**config.mk**
```make
export PLATFORM = sky130hd
export DESIGN_NAME = pe_data_feeder_flat
export DESIGN_NICKNAME = d
export VERILOG_FILES = /design/src/rtl/pe_pkg.sv /design/src/rtl/pe_data_feeder_if.sv /design/src/rtl/pe_feed_fifo.sv /design/src/rtl/pe_data_feeder.sv /design/src/flat_wrapper.sv
export SDC_FILE = /design/constraint.sdc
export NUM_CORES = 1
export LEC_CHECK = 0
export CAP_MARGIN = 40
export CELL_PAD_IN_SITES_DETAIL_PLACEMENT = 1
export CELL_PAD_IN_SITES_GLOBAL_PLACEMENT = 1
export CORE_AREA = 2 2 124 157
export CTS_BUF_LIST = sky130_fd_sc_hd__clkbuf_8 sky130_fd_sc_hd__clkbuf_16
export DETAILED_ROUTE_END_ITERATION = 10
export DIE_AREA = 0 0 126 159
export DONT_BUFFER_PORTS = 1
export MAX_ROUTING_LAYER = met4
export PLACE_DENSITY_LB_ADDON = 0.1
export REMOVE_ABC_BUFFERS = 1
export SYNTH_ARGS = -nofsm -noshare
export SYNTH_HDL_FRONTEND = slang
export SYNTH_SLANG_ARGS = --single-unit
export TNS_END_PERCENT = 30
```
**constraint.sdc**
```tcl
create_clock -name clk -period 2.5 [get_ports clk]
set_input_delay 0.5 -clock clk [delete_from_list [all_inputs] [get_ports clk]]
set_output_delay 0.5 -clock clk [all_outputs]
set_load 0.01 [all_outputs]
```
**src/rtl/pe_pkg.sv**
```systemverilog
// Shared types and constants for the PE data feeder and its stream buffer.
package pe_pkg;

   // Default control-bus field widths.
   localparam int KL_ROW_W = 2;
   localparam int KL_COL_W = 2;

   // Control-bus token types: a lock programs a PE, a key tags a data word.
   localparam logic KL_LOCK = 1'b0;
   localparam logic KL_KEY  = 1'b1;

   typedef enum logic [2:0] {
      ST_IDLE   = 3'd0,
      ST_FLUSH  = 3'd1,
      ST_LOCK   = 3'd2,
      ST_STREAM = 3'd3,
      ST_DRAIN  = 3'd4
   } feeder_state_e;

   typedef struct packed {
      logic [KL_ROW_W-1:0] row;
      logic [KL_COL_W-1:0] col;
      logic                kl_type;
   } kl_bus_t;

   // Address width of a buffer; one extra pointer bit is added by the user.
   function automatic int ptr_width(input int depth);
      return (depth > 1) ? $clog2(depth) : 1;
   endfunction

endpackage

```
**src/rtl/pe_data_feeder_if.sv**
```systemverilog
// Handshake and PE-bus bundle between the upstream job source and the feeder.
interface pe_data_feeder_if #(
   parameter int PE_WIDTH      = 16,
   parameter int ROW_BUS_WIDTH = 2,
   parameter int COL_BUS_WIDTH = 2
);
   // Job start
   logic                     flush_req;

   // Lock-programming channel
   logic                     cfg_valid;
   logic                     cfg_ready;
   logic [ROW_BUS_WIDTH-1:0] cfg_row;
   logic [COL_BUS_WIDTH-1:0] cfg_col;
   logic                     cfg_last;

   // Data-stream channel
   logic                     s_valid;
   logic                     s_ready;
   logic [PE_WIDTH-1:0]      s_fmap;
   logic [PE_WIDTH-1:0]      s_fltr;
   logic [ROW_BUS_WIDTH-1:0] s_row;
   logic [COL_BUS_WIDTH-1:0] s_col;
   logic                     s_last;

   // PE-side outputs and status
   logic                     pe_flush;
   logic [PE_WIDTH-1:0]      pe_fmap;
   logic [PE_WIDTH-1:0]      pe_fltr;
   logic [ROW_BUS_WIDTH-1:0] pe_kl_row;
   logic [COL_BUS_WIDTH-1:0] pe_kl_col;
   logic                     pe_kl_type;
   logic                     pe_kl_vld;
   logic                     busy;
   logic                     done;

   // Job source side
   modport master (
      output flush_req,
      output cfg_valid, cfg_row, cfg_col, cfg_last,
      input  cfg_ready,
      output s_valid, s_fmap, s_fltr, s_row, s_col, s_last,
      input  s_ready,
      input  pe_flush, pe_fmap, pe_fltr, pe_kl_row, pe_kl_col, pe_kl_type, pe_kl_vld,
      input  busy, done
   );

   // Feeder side
   modport slave (
      input  flush_req,
      input  cfg_valid, cfg_row, cfg_col, cfg_last,
      output cfg_ready,
      input  s_valid, s_fmap, s_fltr, s_row, s_col, s_last,
      output s_ready,
      output pe_flush, pe_fmap, pe_fltr, pe_kl_row, pe_kl_col, pe_kl_type, pe_kl_vld,
      output busy, done
   );

endinterface

```
**src/rtl/pe_feed_fifo.sv**
```systemverilog
// Small stream buffer: synchronous push/pop, wrap-bit pointers, async reset.
// Read data is taken straight from the head slot so a pop can be registered
// by the consumer in the same cycle.
module pe_feed_fifo
   import pe_pkg::*;
#(
   parameter int WIDTH = 8,
   parameter int DEPTH = 4
)(
   input  logic             clk,
   input  logic             rst,
   input  logic             push,
   input  logic             pop,
   input  logic [WIDTH-1:0] wdata,
   output logic [WIDTH-1:0] rdata,
   output logic             full,
   output logic             empty
);

   localparam int AW = ptr_width(DEPTH);

   logic [AW:0]      wr_ptr_reg;
   logic [AW:0]      rd_ptr_reg;
   logic [AW-1:0]    wr_addr;
   logic [AW-1:0]    rd_addr;
   logic [WIDTH-1:0] mem_reg [DEPTH];
   logic [DEPTH-1:0] wr_en;
   logic             do_push;
   logic             do_pop;

   assign wr_addr = wr_ptr_reg[AW-1:0];
   assign rd_addr = rd_ptr_reg[AW-1:0];

   // Same address with different wrap bits means the writer lapped the reader.
   assign empty = (wr_ptr_reg == rd_ptr_reg);
   assign full  = (wr_ptr_reg[AW] != rd_ptr_reg[AW]) && (wr_addr == rd_addr);

   // Overflow and underflow requests are dropped here as a safety net.
   assign do_push = push && !full;
   assign do_pop  = pop && !empty;

   // One write strobe per slot.
   genvar gi;
   generate
      for (gi = 0; gi < DEPTH; gi++) begin : g_wr_en
         assign wr_en[gi] = do_push && (wr_addr == AW'(gi));
      end
   endgenerate

   // Slot storage; contents need no reset because the pointers define validity.
   always_ff @(posedge clk) begin
      for (int i = 0; i < DEPTH; i++) begin
         if (wr_en[i]) begin
            mem_reg[i] <= wdata;
         end
      end
   end

   // Pointer advance, cleared asynchronously to empty.
   always_ff @(posedge clk or posedge rst) begin
      if (rst) begin
         wr_ptr_reg <= '0;
         rd_ptr_reg <= '0;
      end else begin
         if (do_push) begin
            wr_ptr_reg <= wr_ptr_reg + (AW+1)'(1);
         end
         if (do_pop) begin
            rd_ptr_reg <= rd_ptr_reg + (AW+1)'(1);
         end
      end
   end

   assign rdata = mem_reg[rd_addr];

endmodule

```
**src/rtl/pe_data_feeder.sv**
```systemverilog
// PE data feeder: flushes the PE array, programs locks, then streams keyed
// fmap/filter words through a small buffer and waits out the PE latency.
module pe_data_feeder
   import pe_pkg::*;
#(
   parameter int PE_WIDTH      = 16,
   parameter int ROW_BUS_WIDTH = KL_ROW_W,
   parameter int COL_BUS_WIDTH = KL_COL_W,
   parameter int FIFO_DEPTH    = 4,
   parameter int DRAIN_CYCLES  = 11
)(
   input  logic           clk,
   input  logic           rst,
   pe_data_feeder_if.slave bus
);

   localparam int ENTRY_W = 2*PE_WIDTH + ROW_BUS_WIDTH + COL_BUS_WIDTH + 1;
   localparam int CNT_W   = (DRAIN_CYCLES > 1) ? $clog2(DRAIN_CYCLES) : 1;

   feeder_state_e            state_reg;
   logic [CNT_W-1:0]         drain_cnt_reg;
   logic                     last_seen_reg;

   logic                     pe_flush_reg;
   logic                     kl_vld_reg;
   logic                     kl_type_reg;
   logic [ROW_BUS_WIDTH-1:0] kl_row_reg;
   logic [COL_BUS_WIDTH-1:0] kl_col_reg;
   logic [PE_WIDTH-1:0]      fmap_reg;
   logic [PE_WIDTH-1:0]      fltr_reg;
   logic                     done_reg;

   logic                     fifo_full;
   logic                     fifo_empty;
   logic                     s_ready_int;
   logic                     push;
   logic                     pop;
   logic [ENTRY_W-1:0]       wr_entry;
   logic [ENTRY_W-1:0]       rd_entry;

   logic                     rd_last;
   logic [ROW_BUS_WIDTH-1:0] rd_row;
   logic [COL_BUS_WIDTH-1:0] rd_col;
   logic [PE_WIDTH-1:0]      rd_fmap;
   logic [PE_WIDTH-1:0]      rd_fltr;

   // Once the end-of-job word is in, nothing more is accepted for this job.
   assign s_ready_int = (state_reg == ST_STREAM) && !fifo_full && !last_seen_reg;
   assign push        = bus.s_valid && s_ready_int;

   // The PE side never stalls, so the head is drained every cycle in STREAM.
   // A word pushed into an empty buffer is popped one cycle later.
   assign pop         = (state_reg == ST_STREAM) && !fifo_empty;

   assign wr_entry = {bus.s_last, bus.s_row, bus.s_col, bus.s_fmap, bus.s_fltr};
   assign {rd_last, rd_row, rd_col, rd_fmap, rd_fltr} = rd_entry;

   pe_feed_fifo #(
      .WIDTH (ENTRY_W),
      .DEPTH (FIFO_DEPTH)
   ) u_fifo (
      .clk   (clk),
      .rst   (rst),
      .push  (push),
      .pop   (pop),
      .wdata (wr_entry),
      .rdata (rd_entry),
      .full  (fifo_full),
      .empty (fifo_empty)
   );

   // Job sequencer with registered PE bus; the bus returns to zero whenever
   // no token is issued.
   always_ff @(posedge clk or posedge rst) begin
      if (rst) begin
         state_reg     <= ST_IDLE;
         drain_cnt_reg <= '0;
         last_seen_reg <= 1'b0;
         pe_flush_reg  <= 1'b0;
         kl_vld_reg    <= 1'b0;
         kl_type_reg   <= 1'b0;
         kl_row_reg    <= '0;
         kl_col_reg    <= '0;
         fmap_reg      <= '0;
         fltr_reg      <= '0;
         done_reg      <= 1'b0;
      end else begin
         pe_flush_reg <= 1'b0;
         kl_vld_reg   <= 1'b0;
         kl_type_reg  <= 1'b0;
         kl_row_reg   <= '0;
         kl_col_reg   <= '0;
         fmap_reg     <= '0;
         fltr_reg     <= '0;
         done_reg     <= 1'b0;

         case (state_reg)
            ST_IDLE: begin
               if (bus.flush_req) begin
                  state_reg     <= ST_FLUSH;
                  pe_flush_reg  <= 1'b1;
                  last_seen_reg <= 1'b0;
                  drain_cnt_reg <= '0;
               end
            end

            ST_FLUSH: begin
               state_reg <= ST_LOCK;
            end

            ST_LOCK: begin
               if (bus.cfg_valid) begin
                  kl_vld_reg  <= 1'b1;
                  kl_type_reg <= KL_LOCK;
                  kl_row_reg  <= bus.cfg_row;
                  kl_col_reg  <= bus.cfg_col;
                  if (bus.cfg_last) begin
                     state_reg <= ST_STREAM;
                  end
               end
            end

            ST_STREAM: begin
               if (push && bus.s_last) begin
                  last_seen_reg <= 1'b1;
               end
               if (pop) begin
                  kl_vld_reg  <= 1'b1;
                  kl_type_reg <= KL_KEY;
                  kl_row_reg  <= rd_row;
                  kl_col_reg  <= rd_col;
                  fmap_reg    <= rd_fmap;
                  fltr_reg    <= rd_fltr;
                  if (rd_last) begin
                     state_reg     <= ST_DRAIN;
                     drain_cnt_reg <= '0;
                  end
               end
            end

            ST_DRAIN: begin
               if (drain_cnt_reg == CNT_W'(DRAIN_CYCLES - 1)) begin
                  state_reg <= ST_IDLE;
                  done_reg  <= 1'b1;
               end else begin
                  drain_cnt_reg <= drain_cnt_reg + CNT_W'(1);
               end
            end

            default: begin
               state_reg <= ST_IDLE;
            end
         endcase
      end
   end

   assign bus.cfg_ready  = (state_reg == ST_LOCK);
   assign bus.s_ready    = s_ready_int;
   assign bus.pe_flush   = pe_flush_reg;
   assign bus.pe_fmap    = fmap_reg;
   assign bus.pe_fltr    = fltr_reg;
   assign bus.pe_kl_row  = kl_row_reg;
   assign bus.pe_kl_col  = kl_col_reg;
   assign bus.pe_kl_type = kl_type_reg;
   assign bus.pe_kl_vld  = kl_vld_reg;
   assign bus.busy       = (state_reg != ST_IDLE);
   assign bus.done       = done_reg;

endmodule

```
**src/flat_wrapper.sv**
```systemverilog
// flat-port wrapper written by rule: the top's interface ports become plain ports
module pe_data_feeder_flat import pe_pkg::*;
#(
   parameter int PE_WIDTH      = 16,
   parameter int ROW_BUS_WIDTH = KL_ROW_W,
   parameter int COL_BUS_WIDTH = KL_COL_W,
   parameter int FIFO_DEPTH    = 4,
   parameter int DRAIN_CYCLES  = 11
)
  (clk, rst, bus_flush_req, bus_cfg_valid, bus_cfg_row, bus_cfg_col, bus_cfg_last, bus_cfg_ready, bus_s_valid, bus_s_fmap, bus_s_fltr, bus_s_row, bus_s_col, bus_s_last, bus_s_ready, bus_pe_flush, bus_pe_fmap, bus_pe_fltr, bus_pe_kl_row, bus_pe_kl_col, bus_pe_kl_type, bus_pe_kl_vld, bus_busy, bus_done);
  pe_data_feeder_if #(.PE_WIDTH(PE_WIDTH), .ROW_BUS_WIDTH(ROW_BUS_WIDTH), .COL_BUS_WIDTH(COL_BUS_WIDTH)) bus_i ();
  input  logic clk;
  input  logic rst;
  input wire logic [$bits(bus_i.flush_req)-1:0] bus_flush_req;
  input wire logic [$bits(bus_i.cfg_valid)-1:0] bus_cfg_valid;
  input wire logic [$bits(bus_i.cfg_row)-1:0] bus_cfg_row;
  input wire logic [$bits(bus_i.cfg_col)-1:0] bus_cfg_col;
  input wire logic [$bits(bus_i.cfg_last)-1:0] bus_cfg_last;
  output wire logic [$bits(bus_i.cfg_ready)-1:0] bus_cfg_ready;
  input wire logic [$bits(bus_i.s_valid)-1:0] bus_s_valid;
  input wire logic [$bits(bus_i.s_fmap)-1:0] bus_s_fmap;
  input wire logic [$bits(bus_i.s_fltr)-1:0] bus_s_fltr;
  input wire logic [$bits(bus_i.s_row)-1:0] bus_s_row;
  input wire logic [$bits(bus_i.s_col)-1:0] bus_s_col;
  input wire logic [$bits(bus_i.s_last)-1:0] bus_s_last;
  output wire logic [$bits(bus_i.s_ready)-1:0] bus_s_ready;
  output wire logic [$bits(bus_i.pe_flush)-1:0] bus_pe_flush;
  output wire logic [$bits(bus_i.pe_fmap)-1:0] bus_pe_fmap;
  output wire logic [$bits(bus_i.pe_fltr)-1:0] bus_pe_fltr;
  output wire logic [$bits(bus_i.pe_kl_row)-1:0] bus_pe_kl_row;
  output wire logic [$bits(bus_i.pe_kl_col)-1:0] bus_pe_kl_col;
  output wire logic [$bits(bus_i.pe_kl_type)-1:0] bus_pe_kl_type;
  output wire logic [$bits(bus_i.pe_kl_vld)-1:0] bus_pe_kl_vld;
  output wire logic [$bits(bus_i.busy)-1:0] bus_busy;
  output wire logic [$bits(bus_i.done)-1:0] bus_done;
  assign bus_i.flush_req = bus_flush_req;
  assign bus_i.cfg_valid = bus_cfg_valid;
  assign bus_i.cfg_row = bus_cfg_row;
  assign bus_i.cfg_col = bus_cfg_col;
  assign bus_i.cfg_last = bus_cfg_last;
  assign bus_cfg_ready = bus_i.cfg_ready;
  assign bus_i.s_valid = bus_s_valid;
  assign bus_i.s_fmap = bus_s_fmap;
  assign bus_i.s_fltr = bus_s_fltr;
  assign bus_i.s_row = bus_s_row;
  assign bus_i.s_col = bus_s_col;
  assign bus_i.s_last = bus_s_last;
  assign bus_s_ready = bus_i.s_ready;
  assign bus_pe_flush = bus_i.pe_flush;
  assign bus_pe_fmap = bus_i.pe_fmap;
  assign bus_pe_fltr = bus_i.pe_fltr;
  assign bus_pe_kl_row = bus_i.pe_kl_row;
  assign bus_pe_kl_col = bus_i.pe_kl_col;
  assign bus_pe_kl_type = bus_i.pe_kl_type;
  assign bus_pe_kl_vld = bus_i.pe_kl_vld;
  assign bus_busy = bus_i.busy;
  assign bus_done = bus_i.done;
  pe_data_feeder #(.PE_WIDTH(PE_WIDTH), .ROW_BUS_WIDTH(ROW_BUS_WIDTH), .COL_BUS_WIDTH(COL_BUS_WIDTH), .FIFO_DEPTH(FIFO_DEPTH), .DRAIN_CYCLES(DRAIN_CYCLES)) u_core (.clk(clk), .rst(rst), .bus(bus_i));
endmodule
```
Yosys cells after proc, flatten, opt, wreduce, memory -nomap -nowiden
Memories as Yosys holds them, arrays and structs flattened. Cells that the tools add are included.

Reductions and logical operators: 26. Muxes and demuxes: 50. Add/sub/neg operators: 3. Equality and inequality tests: 19.

Operators with widths (number): 37-bit 2-to-1 mux (3); 37-bit OR reduction (3); 16-bit 2-to-1 mux (4); 1-bit 2-to-1 mux (20); 3-bit 2-to-1 mux (6); 4-bit 2-to-1 mux (4); 3-bit case mux with 5 select lines (1); 2-bit 2-to-1 mux (7); 1-bit logical AND (12); 2-bit inequality test (second input constant) (6); 4-bit case mux with 3 select lines (1); 2-bit case mux with 2 select lines (2); 3-bit by 1-bit adder with 3-bit output (second input constant) (2); 3-bit by 2-bit equality test with 1-bit output (second input constant) (2); 6-bit AND reduction (1); 3-bit nonzero test (2); 5-bit AND reduction (1); 4-bit by 1-bit adder with 4-bit output (second input constant) (1); 2-bit equality test (second input constant) (2); 4-bit equality test (second input constant) (1); 2-bit by 1-bit inequality test with 1-bit output (second input constant) (2); 1-bit case mux with 2 select lines (2); 3-bit by 1-bit equality test with 1-bit output (second input constant) (1); 3-bit equality test (1); other kinds (9) (11).

Memories kept: 1. Register bits: 54. Output and inout bits: 43. Logic and storage cells: 112. Input port bits: 47. RAM bits: 148.

Memories: u_core.u_fifo.mem_reg (depth 4, width 37, read ports 1, clocked after memory_dff 0, wr ports 1, line pe_feed_fifo.sv:26) `logic [WIDTH-1:0] mem_reg [DEPTH];`.

Logic depth before layout (Yosys ltp)
Gate-level depths: netlist of run 1.

Depth in word-level cells: 14. Gate-level depth with buffers: 6. Mapped depth without buffers: 6.

Hierarchy
A second synthesis of run 1 with hierarchy kept.

Cells, all modules: 382. Area, all modules: 7664.9 µm².

Modules (own cells, without submodules): pe_feed_fifo (times used 1, sequential area each 4594.4 µm², cells an instance 244, area each 5856.9 µm²); pe_data_feeder (times used 1, sequential area each 1201.2 µm², cells an instance 138, area each 1808.0 µm²).

Worst setup path before layout of run 1
No wires, ideal clock.

Path kind: reg-to-reg. From: register u_core.state_reg[2]. To: memory u_core.u_fifo.mem_reg[1][0] in the netlist's numbering (enable). Path buffers: 1. Cell stages (with the launch flop): 5. Library setup time: 0.398 ns. Required time: 2.102 ns. Slack: 0.139 ns. Arrival: 1.963 ns. Clock period less this slack: 2.361 ns. Cell sequence: dfrtp_1 -> buf_2 -> and4bb_2 -> o311a_4 -> and2_1.

Longest elaborated chain between the ends: 12. Elaborated cells on any way between the ends: 26. Those cells by class: 1 x eq/ne; 14 x mux; 11 x reduce/logical.

Ends and longest elaborated chain: start: declaration (line pe_data_feeder.sv:20) `feeder_state_e state_reg;`; start signal: assignment (line pe_data_feeder.sv:76) `state_reg <= ST_IDLE;`; start signal: assignment (line pe_data_feeder.sv:100) `state_reg <= ST_FLUSH;`; start signal: assignment (line pe_data_feeder.sv:108) `state_reg <= ST_LOCK;`; 3-bit by 2-bit equality test with 1-bit output * (line pe_data_feeder.sv:48) `assign s_ready_int = (state_reg == ST_STREAM) && !fifo_full && !last_seen_reg;`; 1-bit logical AND * (2 in series) (line pe_data_feeder.sv:48); 1-bit logical AND * (line pe_data_feeder.sv:49) `assign push = bus.s_valid && s_ready_int;`; 1-bit logical AND * (line pe_feed_fifo.sv:39) `assign do_push = push && !full;`; 1-bit logical AND * (line pe_feed_fifo.sv:46) `assign wr_en[gi] = do_push && (wr_addr == AW'(gi));`; net u_core.u_fifo.wr_en[1] (line pe_feed_fifo.sv:27) `logic [DEPTH-1:0] wr_en;`; 1-bit 2-to-1 mux * (line pe_feed_fifo.sv:53) `if (wr_en[i]) begin`; 1-bit 2-to-1 mux (not written as such) * (line pe_feed_fifo.sv:54) `mem_reg[i] <= wdata;`; 37-bit OR reduction (no line); 2-bit 2-to-1 mux (no line) or 1-bit 2-to-1 mux (tied branches) (3 in series); end: declaration (line pe_feed_fifo.sv:26).

Mark *: on every way through the listed nets, which the timed path passes. The rest lies on a longest branch.

Final worst setup path of run 1
From: register u_core.u_fifo.rd_ptr_reg[0]. To: output port bus_s_ready.

Longest elaborated chain between the ends: 5.

Ends and longest elaborated chain: start: declaration (line pe_feed_fifo.sv:23) `logic [AW:0] rd_ptr_reg;`; start signal: assignment (line pe_feed_fifo.sv:69) `rd_ptr_reg <= rd_ptr_reg + (AW+1)'(1);`; 2-bit equality test (line pe_feed_fifo.sv:36) `assign full = (wr_ptr_reg[AW] != rd_ptr_reg[AW]) && (wr_addr == rd_addr);`; 1-bit logical AND (line pe_feed_fifo.sv:36); 1-bit logical NOT (line pe_data_feeder.sv:48); 1-bit logical AND (2 in series) (line pe_data_feeder.sv:48); end: declaration (line flat_wrapper.sv:26) `output wire logic [$bits(bus_i.s_ready)-1:0] bus_s_ready;`.

Every way passes these cells.

==> results.md, run 1 <==
- Counting flops with a built-in enable in the synthesized netlist gives 148.
- In the synthesized netlist the async set-or-reset flop fraction comes to between 20% and 30%.
- During I/O placement, the number of pins put on the boundary was 90.
- met2 is the most crowded layer.
- The worst hold endpoint is u_core.u_fifo.mem_reg[0][6]$_DFFE_PP_.
- For the pin with the worst max-slew slack, the measured transition is 0.7586 ns.
- The placeable core area is 18500 um^2.
- Yosys attributes the largest share of cell area to sky130_fd_sc_hd__edfxtp_1 (59%), sky130_fd_sc_hd__dfrtp_1 (18%), sky130_fd_sc_hd__mux4_2 (11%).
- The flow ran to the end, and the final reports show no timing, DRC or antenna violations.
- For the worst-skew pair, the clock arrives at the later sink with an insertion delay of slightly below 0.5 ns.
- In the final routed layout, each cell accounts on average for ~23 um.
- The worst setup margin is approximately 0.43 ns.
- The worst setup slack for register-to-register paths is 0.47 ns.
- The number of fill cells is 1728.
- In the synthesized netlist the dominant register cell turns out to be sky130_fd_sc_hd__edfxtp_1.
- Across the run, the number of max-cap violations was 0.
- Once placement completed, the tool counted placed cells totaling 595.
- Global routing consumed, over all layers together, approximately 15% of the routing resources.
- The relative area change from synthesis to final layout is 13.91%.
- The final standard cell count with taps included and fillers excluded is 633.
- The tree is rooted in a sky130_fd_sc_hd__clkbuf_16.
- Measured along the x axis, the die boundary spans 126 um.
- The worst setup slack after placement is 0.4664 ns.
- Summing every instance area after synthesis gives 7492 um^2.
- The synthesized netlist devotes 1.052% of its cell area to XOR and XNOR gates.
- The accumulated negative setup slack is 0 ns.
- The top fanout value on the critical path is 4.
- In the global route stage, met2 resource usage came out at 25.22%.
- The number of buffers on the longest clock path is 3.
- The die is 159 um tall.
- STA classifies the critical path endpoint as an output pin.
- The minimum hold slack is 0.1033 ns.
- The synthesized design devotes to its leading area cell type 59.32% of total area.
- The post-synthesis cell type count is 40.
- The design draws 9.383 mW.
- STA classifies the critical path startpoint as a register.
- Synthesis inferred 202 register bits.
- The origin of the critical flop-to-flop path is u_core.u_fifo.rd_ptr_reg[0]$_DFFE_PP0P_.
- The number of gates given a new drive strength after cts is 0.
- Summed over all instances, the cell type with the most area after synthesis is sky130_fd_sc_hd__edfxtp_1.
- The floorplan has 56 rows.
- The dominant combinational cell family by area after synthesis is multiplexers.
- The total overflow reported by the global router is 0.
- Post-CTS timing repair inserted 0 buffers for setup.
- The worst slew margin relative to its limit is 49.43%.
- IR analysis of the VDD net gives a maximum drop of 0.5848 mV.
- Entering global routing, the biggest net connects 55 pins.
- Sorting the synthesized cells by how often they occur yields sky130_fd_sc_hd__edfxtp_1 (148), sky130_fd_sc_hd__dfrtp_1 (54), sky130_fd_sc_hd__and2_1 (37), sky130_fd_sc_hd__mux4_2 (37), sky130_fd_sc_hd__buf_2 (9).
- In the synthesized netlist, the number of instances is 362.
- The number of routed nets with antenna violations is 0.
- The portion of the clock cycle consumed by the worst path in the final layout is 82.75%.
- The number of violations reported at the end of detailed-routing iteration 0 is 136.
- The residual DRC count is 0.
- The fraction of layout instances using a drive strength above 1 is 24.69%.
- The number of inserted diodes is 0.
- Once the floorplan was initialized, standard cells occupied between 40% and 50% of the core.
- The hold buffer count at cts is 0.
- The register with the most flip-flops in the layout has ~150 of them.
- The number of CTS-inserted buffers is 21.
- The congestion estimate from routability-driven global placement came to 0.7101.
- In this run the number of H-tree levels came out at 1.
- The tightest min-delay check is of the input pin to register type.
- The die covers roughly 20000 um^2.
- The net count reported at finish is 440.
- The critical path goes through xor2_1, o31a_2.
- The final max-slew violation count is 0.
- The clock-pin transition on the worst setup and hold timing paths is 0.06 ns.
- Input and output buffers added on the ports amount to 0.
- The worst hold path begins at bus_s_fltr[6].
- The number of clock sinks is roughly 200.
- Data arrives at the worst endpoint at 1.57 ns.
- The routed wire length is 14.26 mm.
- The via count of the routed design is 3292.
- Static timing analysis puts the maximum clock frequency at slightly below 500 MHz.
- The synthesized netlist devotes between 5 and 6% of its cell area to simple gates.
- The worst register-to-register path ends at u_core.u_fifo.mem_reg[3][18]$_DFFE_PP_.
- In the synthesized netlist, mux cells make up between 10% and 20% of the area.
- Summing the areas of all compound-gate instances in the mapped netlist gives 2.288% of the synthesized area.
- The reported leakage power is about 3 nW.
- After legalization and detailed placement, the total HPWL measured 8.706 mm.
- The library cell with the highest instance count after synthesis is sky130_fd_sc_hd__edfxtp_1.
- On the critical path the largest part of the delay comes from flip-flops.
- The highest cell delay on the worst timing path is 0.49 ns.
- The worst-path cell with the longest stage delay is sky130_fd_sc_hd__dfrtp_4.
- Of the total synthesized cell area, the portion taken by full adders, half adders and majority gates is 1.169%.
- Together, buffers and inverters on the worst path number 0.
- The number of hold-slack violations in the final timing report is 0.
- The TritonCTS clock tree is built.
- The initial antenna violation count is 0.
- The first global-routing pass estimated approximately 22 mm of wire.
- The number of global-route vias before repair is approximately 3700.
- Setup repair after global routing left no endpoint under its margin.
- The share of the Yosys chip area taken by registers is between 70% and 80%.
- The number of vias per cell after detailed routing is between 5 and 6.
- The data required time of the critical path is about 2.0 ns.
- Measured in cells, the most critical reg-to-reg path has a length of 4.
- The shortest clock period the worst path allows after layout is 2.069 ns.
- By startpoint and endpoint, the worst setup path is classified as register to output pin.
- The mean instance size in the synthesized netlist is 20.70 um^2.
- The final worst clock skew is 0.01384 ns.
- For this run, global-route usage on met1 was measured as a little under a fifth.
- The met3 demand-to-capacity share in global routing is 3.965%.
- During synthesis, Yosys emitted a total of 0 warnings.
- The total power per unit cell area is 1099 nW/um^2.
- Setup violations remaining at the end of the flow were counted as 0.
- For this run, the detailed router's first-pass iteration total came to 4.
- Counting instances, the worst hold path has a depth of 0.
logic make-up (layout without fill, tap and decap cells):
family,count (synthesis),after routing
buf+inv,22,61
fa+ha+maj,7,7
flops,202,202
simple gates,66,66
compound gates,18,18
mux,38,38
xor+xnor,9,9
cells in the final DEF (no fill, tap or decap), drive strengths merged, types with 2 or more instances in the layout:
| cell type | instances |
|---|---|
| a22o | 4 |
| and2 | 38 |
| buf | 16 |
| clkbuf | 25 |
| clkinv | 7 |
| dfrtp | 54 |
| edfxtp | 148 |
| ha | 7 |
| inv | 13 |
| mux4 | 37 |
| nand2 | 6 |
| nand3 | 4 |
| nor2 | 6 |
| o21ai | 2 |
| o2bb2ai | 2 |
| o311a | 2 |
| o31a | 2 |
| o32ai | 2 |
| or3 | 2 |
| xnor2 | 3 |
| xor2 | 6 |
layout make-up:
type	instances	area, um^2	share of cell area [%]
clock buffers	25	580.6	6.803
repair buffers	16	195.2	2.287
inverters	7	26.28	0.3079
multi-input cells	138	1580	18.52
flip-flops and latches	202	5801	67.97
clock inverters	13	61.31	0.7184
well taps	232	290.3	3.401
where the power goes:
group / total (mW) / switching, mW / internal [mW]
registers: 4.45 / 0.348 / 4.10
logic: 2.08 / 1.07 / 1.00
clock network: 2.86 / 1.21 / 1.65
total: 9.38 / 2.63 / 6.75
routing by layer:
layer	routed length, um	vias to the layer above
met5	0	-
met4	173	0
met3	818	21
met2	7429	79
met1	5839	1738
li1	-	1454
metrics by stage:
step	util [%]	cell area, um^2
floorplan	-	7398
global placement	42.67	7893
detailed placement	42.67	7893
CTS	46.14	8534
global route	46.14	8534
finish	46.14	8534
how the worst max path moves through the flow:
stage	startpoint	end	slack [ns]	depth (start not counted)
after floorplan	u_core.u_fifo.rd_ptr_reg[0]$_DFFE_PP0P_	u_core.u_fifo.mem_reg[0][0]$_DFFE_PP_	-1.07	3
after CTS	u_core.u_fifo.rd_ptr_reg[0]$_DFFE_PP0P_	bus_s_ready	0.40	2
final	u_core.u_fifo.rd_ptr_reg[0]$_DFFE_PP0P_	bus_s_ready	0.43	2
after detailed placement	u_core.u_fifo.rd_ptr_reg[0]$_DFFE_PP0P_	u_core.u_fifo.mem_reg[3][21]$_DFFE_PP_	0.47	4
after global placement	u_core.u_fifo.rd_ptr_reg[0]$_DFFE_PP0P_	u_core.u_fifo.mem_reg[3][21]$_DFFE_PP_	0.49	4
after global routing	u_core.u_fifo.rd_ptr_reg[0]$_DFFE_PP0P_	bus_s_ready	0.35	2
No activity file was read; power rests on OpenSTA's default activity.
==> run 2, diff against run 1 <==
- clock period: 2.5 -> 1.7 ns (I/O delays scaled with it)
==> run 2 against run 1 <==
Against the previous run:
- the run now ends with setup timing left
- global-route usage up 1.5 points
- first-iteration DRC count increased by 26%
- via count grew 11%
- wire length grew 8.4%
- critical path depth increased by 1
- clock skew is 0.0070 ns lower
- final cell count rose by 13%
- non-clock buffer count is 81 higher
- combinational power increased by 120%
- critical path type unchanged
- largest power group unchanged
==> results.md, run 2 (synthesized netlist as in run 1, its figures left out) <==
- The run finished, with violations left.
- The checks that failed: setup timing.
- In the layout the commonest cells are sky130_fd_sc_hd__edfxtp_1 (148), sky130_fd_sc_hd__dfrtp_1 (52), sky130_fd_sc_hd__dlygate4sd3_1 (42).
- The total overflow reported by the global router came to 0 (unchanged).
- The number of levels in the clock H-tree is 1 (unchanged).
- The reported leakage power was 3.631 nW (+18%).
- The placeable core area was 18500 um^2 (unchanged).
- TritonCTS built the clock tree.
- The area growth from synthesis to layout is 30.34%.
- The number of hold-slack violations in the final timing report is 0 (unchanged).
- The minimum hold slack is 0.02445 ns (-0.07881 ns).
- The residual DRC count was 0 (unchanged).
- The clock-pin transition on the worst setup and hold timing paths was 0.06 ns (about the same).
- The slew at the pin with the worst max-slew slack is 0.4687 ns (-0.2899 ns).
- The utilization after layout is 52.79% (+6.7 points).
- The leading cell type in the layout, fill and taps excluded is sky130_fd_sc_hd__edfxtp_1.
- The initial antenna violation count is 0 (unchanged).
- The area of combinational cells with multiple inputs is 1712 um^2 (+8.3%).
- STA classifies the critical path startpoint as a register.
- The worst slew margin relative to its limit is 68.75% (+19 points).
- The number of primary I/O pins was 90 (unchanged).
- The number of routed nets with antenna violations is 0 (unchanged).
- The number of inserted diodes is 0 (unchanged).
- The number of buffers on the longest clock path is 3 (unchanged).
- The worst setup slack after placement came to -0.04650 ns (-0.5129 ns).
- The height of the chip is 159 um (unchanged).
- The routed length per instance was 21.66 um (-3.9%).
- STA classifies the critical path endpoint as an output pin.
- In this run the most critical hold path is launched from bus_flush_req.
- The root buffer cell chosen for the clock tree is sky130_fd_sc_hd__clkbuf_16.
- The number of port buffers is 0 (unchanged).
- By startpoint and endpoint, the worst setup path is classified as register to output pin.
- The final critical path takes up 114.0% of the cycle.
- The worst hold path class is input pin to register.
- In this run the worst setup path begins at u_core.u_fifo.wr_ptr_reg[1]$_DFFE_PP0N_.
- The count of TritonRoute iterations in the first routing pass was 4 (unchanged).
- The worst ir drop on vdd is 0.9348 mV (+60%).
- The clock insertion delay at the later pin of the skew report came to 0.49 ns (about the same).
- The routed wire length is 15.46 mm (+8.4%).
- The number of standard-cell rows in the floorplan is 56 (unchanged).
- The sequential standard cell area was 5801 um^2 (unchanged).
- The net count reported at finish is 521 (+18%).
- The total power per unit cell area is 1647 nW/um^2 (+50%).
- Setup repair after global routing could not meet its margin everywhere.
- The accumulated negative setup slack is -8.053 ns (-8.053 ns).
- The fraction of layout instances using a drive strength above 1 is 32.78% (+8.1 points).
- The number of violations reported at the end of detailed-routing iteration 0 is 172 (+26%).
- The top fanout value on the critical path is 3 (-1).
- The number of global-route vias before repair is 4182 (+13%).
- The origin of the critical flop-to-flop path is u_core.state_reg[2]$_DFFE_PP0P_.
- The data required time of the critical path came to 1.36 ns (-0.64 ns).
- The via count of the routed design came to 3643 (+11%).
- The total routing resource utilization after global routing came to 16.54% (+1.5 points).
- The number of flip-flops under the largest register name is 148 (unchanged).
- The number of vias per cell after detailed routing is 5.102 (-1.9%).
- The starting density of the core is 40.50% (unchanged).
- The final max-slew violation count is 0 (unchanged).
- The upper clock frequency limit is around 520 MHz.
- The max-cap violation count came to 0 (unchanged).
- The number of clock sinks was 202 (unchanged).
- The number of CTS-inserted buffers is 21 (unchanged).
- The first-pass GRT wire length is 24.87 mm (+11%).
- The final worst clock skew came to 0.006832 ns (-0.007011 ns).
- The half-perimeter wire length of the detailed placement result is 9.574 mm (+10%).
- The die outline area was 20030 um^2 (unchanged).
- The worst endpoint data arrival time is 1.60 ns (+0.03 ns).
- The number of fill cells came to 1673 (-3.2%).
- The die extent in x is 126 um (unchanged).
- The count of endpoints failing setup in the final report was 170 (+170).
- The shortest clock period the worst path allows after layout is 1.938 ns.
- The last weighted congestion value of the routability-driven placer is 0.7354 (+3.6%).
- The worst setup margin is -0.2380 ns (-0.6693 ns).
- The pin count of the biggest net entering global routing is 35 (-36%).
run 2: cell count changes in the layout (fill, tap and decap cells not counted), moves of 3 or more:
cell                            delta
sky130_fd_sc_hd__dlygate4sd3_1    +42
sky130_fd_sc_hd__buf_4            +12
sky130_fd_sc_hd__buf_6            +11
sky130_fd_sc_hd__buf_16            +5
sky130_fd_sc_hd__buf_12            +6
sky130_fd_sc_hd__and2_1            -9
sky130_fd_sc_hd__clkbuf_8          -3
sky130_fd_sc_hd__and2_4           +11
sky130_fd_sc_hd__buf_8             +4
sky130_fd_sc_hd__bufinv_16         +6
sky130_fd_sc_hd__clkinv_2          -4
run 2: metal layers:
| layer | global-route usage (%) | vias up | part of all wire [%] |
|---|---|---|---|
| met1 | 20.00 | 1909 | 40 |
| li1 | - | 1632 | - |
| met2 | 28.89 | 87 | 55 |
| met3 | 2.991 | 15 | 3.9 |
| met5 | - | - | 0 |
| met4 | 3.946 | 0 | 1.2 |
run 2: per-stage QoR:
| stage | cells | instance area [um^2] | power, mW |
|---|---|---|---|
| floorplan | 347 | 7398 | 8.784 |
| global placement | 614 | 8098 | 10.14 |
| detailed placement | 614 | 8098 | 10.18 |
| CTS | 711 | 9639 | 15.91 |
| global route | 714 | 9766 | 16.90 |
| finish | 714 | 9766 | 16.08 |
run 2: path summary, 6_finish.rpt:
check | end | slack [ns] | depth (start not counted)
hold reg to reg | u_core.drain_cnt_reg[3]$_DFFE_PP0P_ | 0.56 | 1
setup reg to reg | u_core.u_fifo.mem_reg[2][32]$_DFFE_PP_ | -0.14 | 4
max in group asynchronous | u_core.u_fifo.rd_ptr_reg[0]$_DFFE_PP0P_ | 0.91 | 3
hold / removal | u_core.bus.pe_flush$_DFF_PP0_ | 0.02 | 2
min in group asynchronous | u_core.bus.pe_kl_col[0]$_DFF_PP0_ | 0.35 | 3
setup / recovery | bus_s_ready | -0.24 | 3
run 2: power by group:
| group | switching (mW) | internal [mW] |
|---|---|---|
| Combinational | 2.03 | 2.52 |
| Clock | 1.80 | 3.20 |
| Sequential | 0.499 | 6.03 |
run 2: what timing repair did:
action	CTS	global route
cloned	6	1
hold endpoints to repair	207	0
setup buffers	11	4
hold buffers	42	0
endpoints found under the setup margin	151	191
resized for setup	28	30
pin swaps	11	12
run 2: cell type report:
cell class,instances,share of cell area (%)
inverters,7,0.2691
clock buffers,22,5.522
clock inverters,16,2.306
repair buffers,97,12.01
well taps,232,2.972
flip-flops and latches,202,59.40
multi-input cells,138,17.53
run 2: worst max-delay path, cell delays in order, from the launching register on:
cell                      delay (ns)
sky130_fd_sc_hd__dfrtp_1        0.41
sky130_fd_sc_hd__xor2_2         0.20
sky130_fd_sc_hd__buf_4          0.15
sky130_fd_sc_hd__o31a_4         0.35
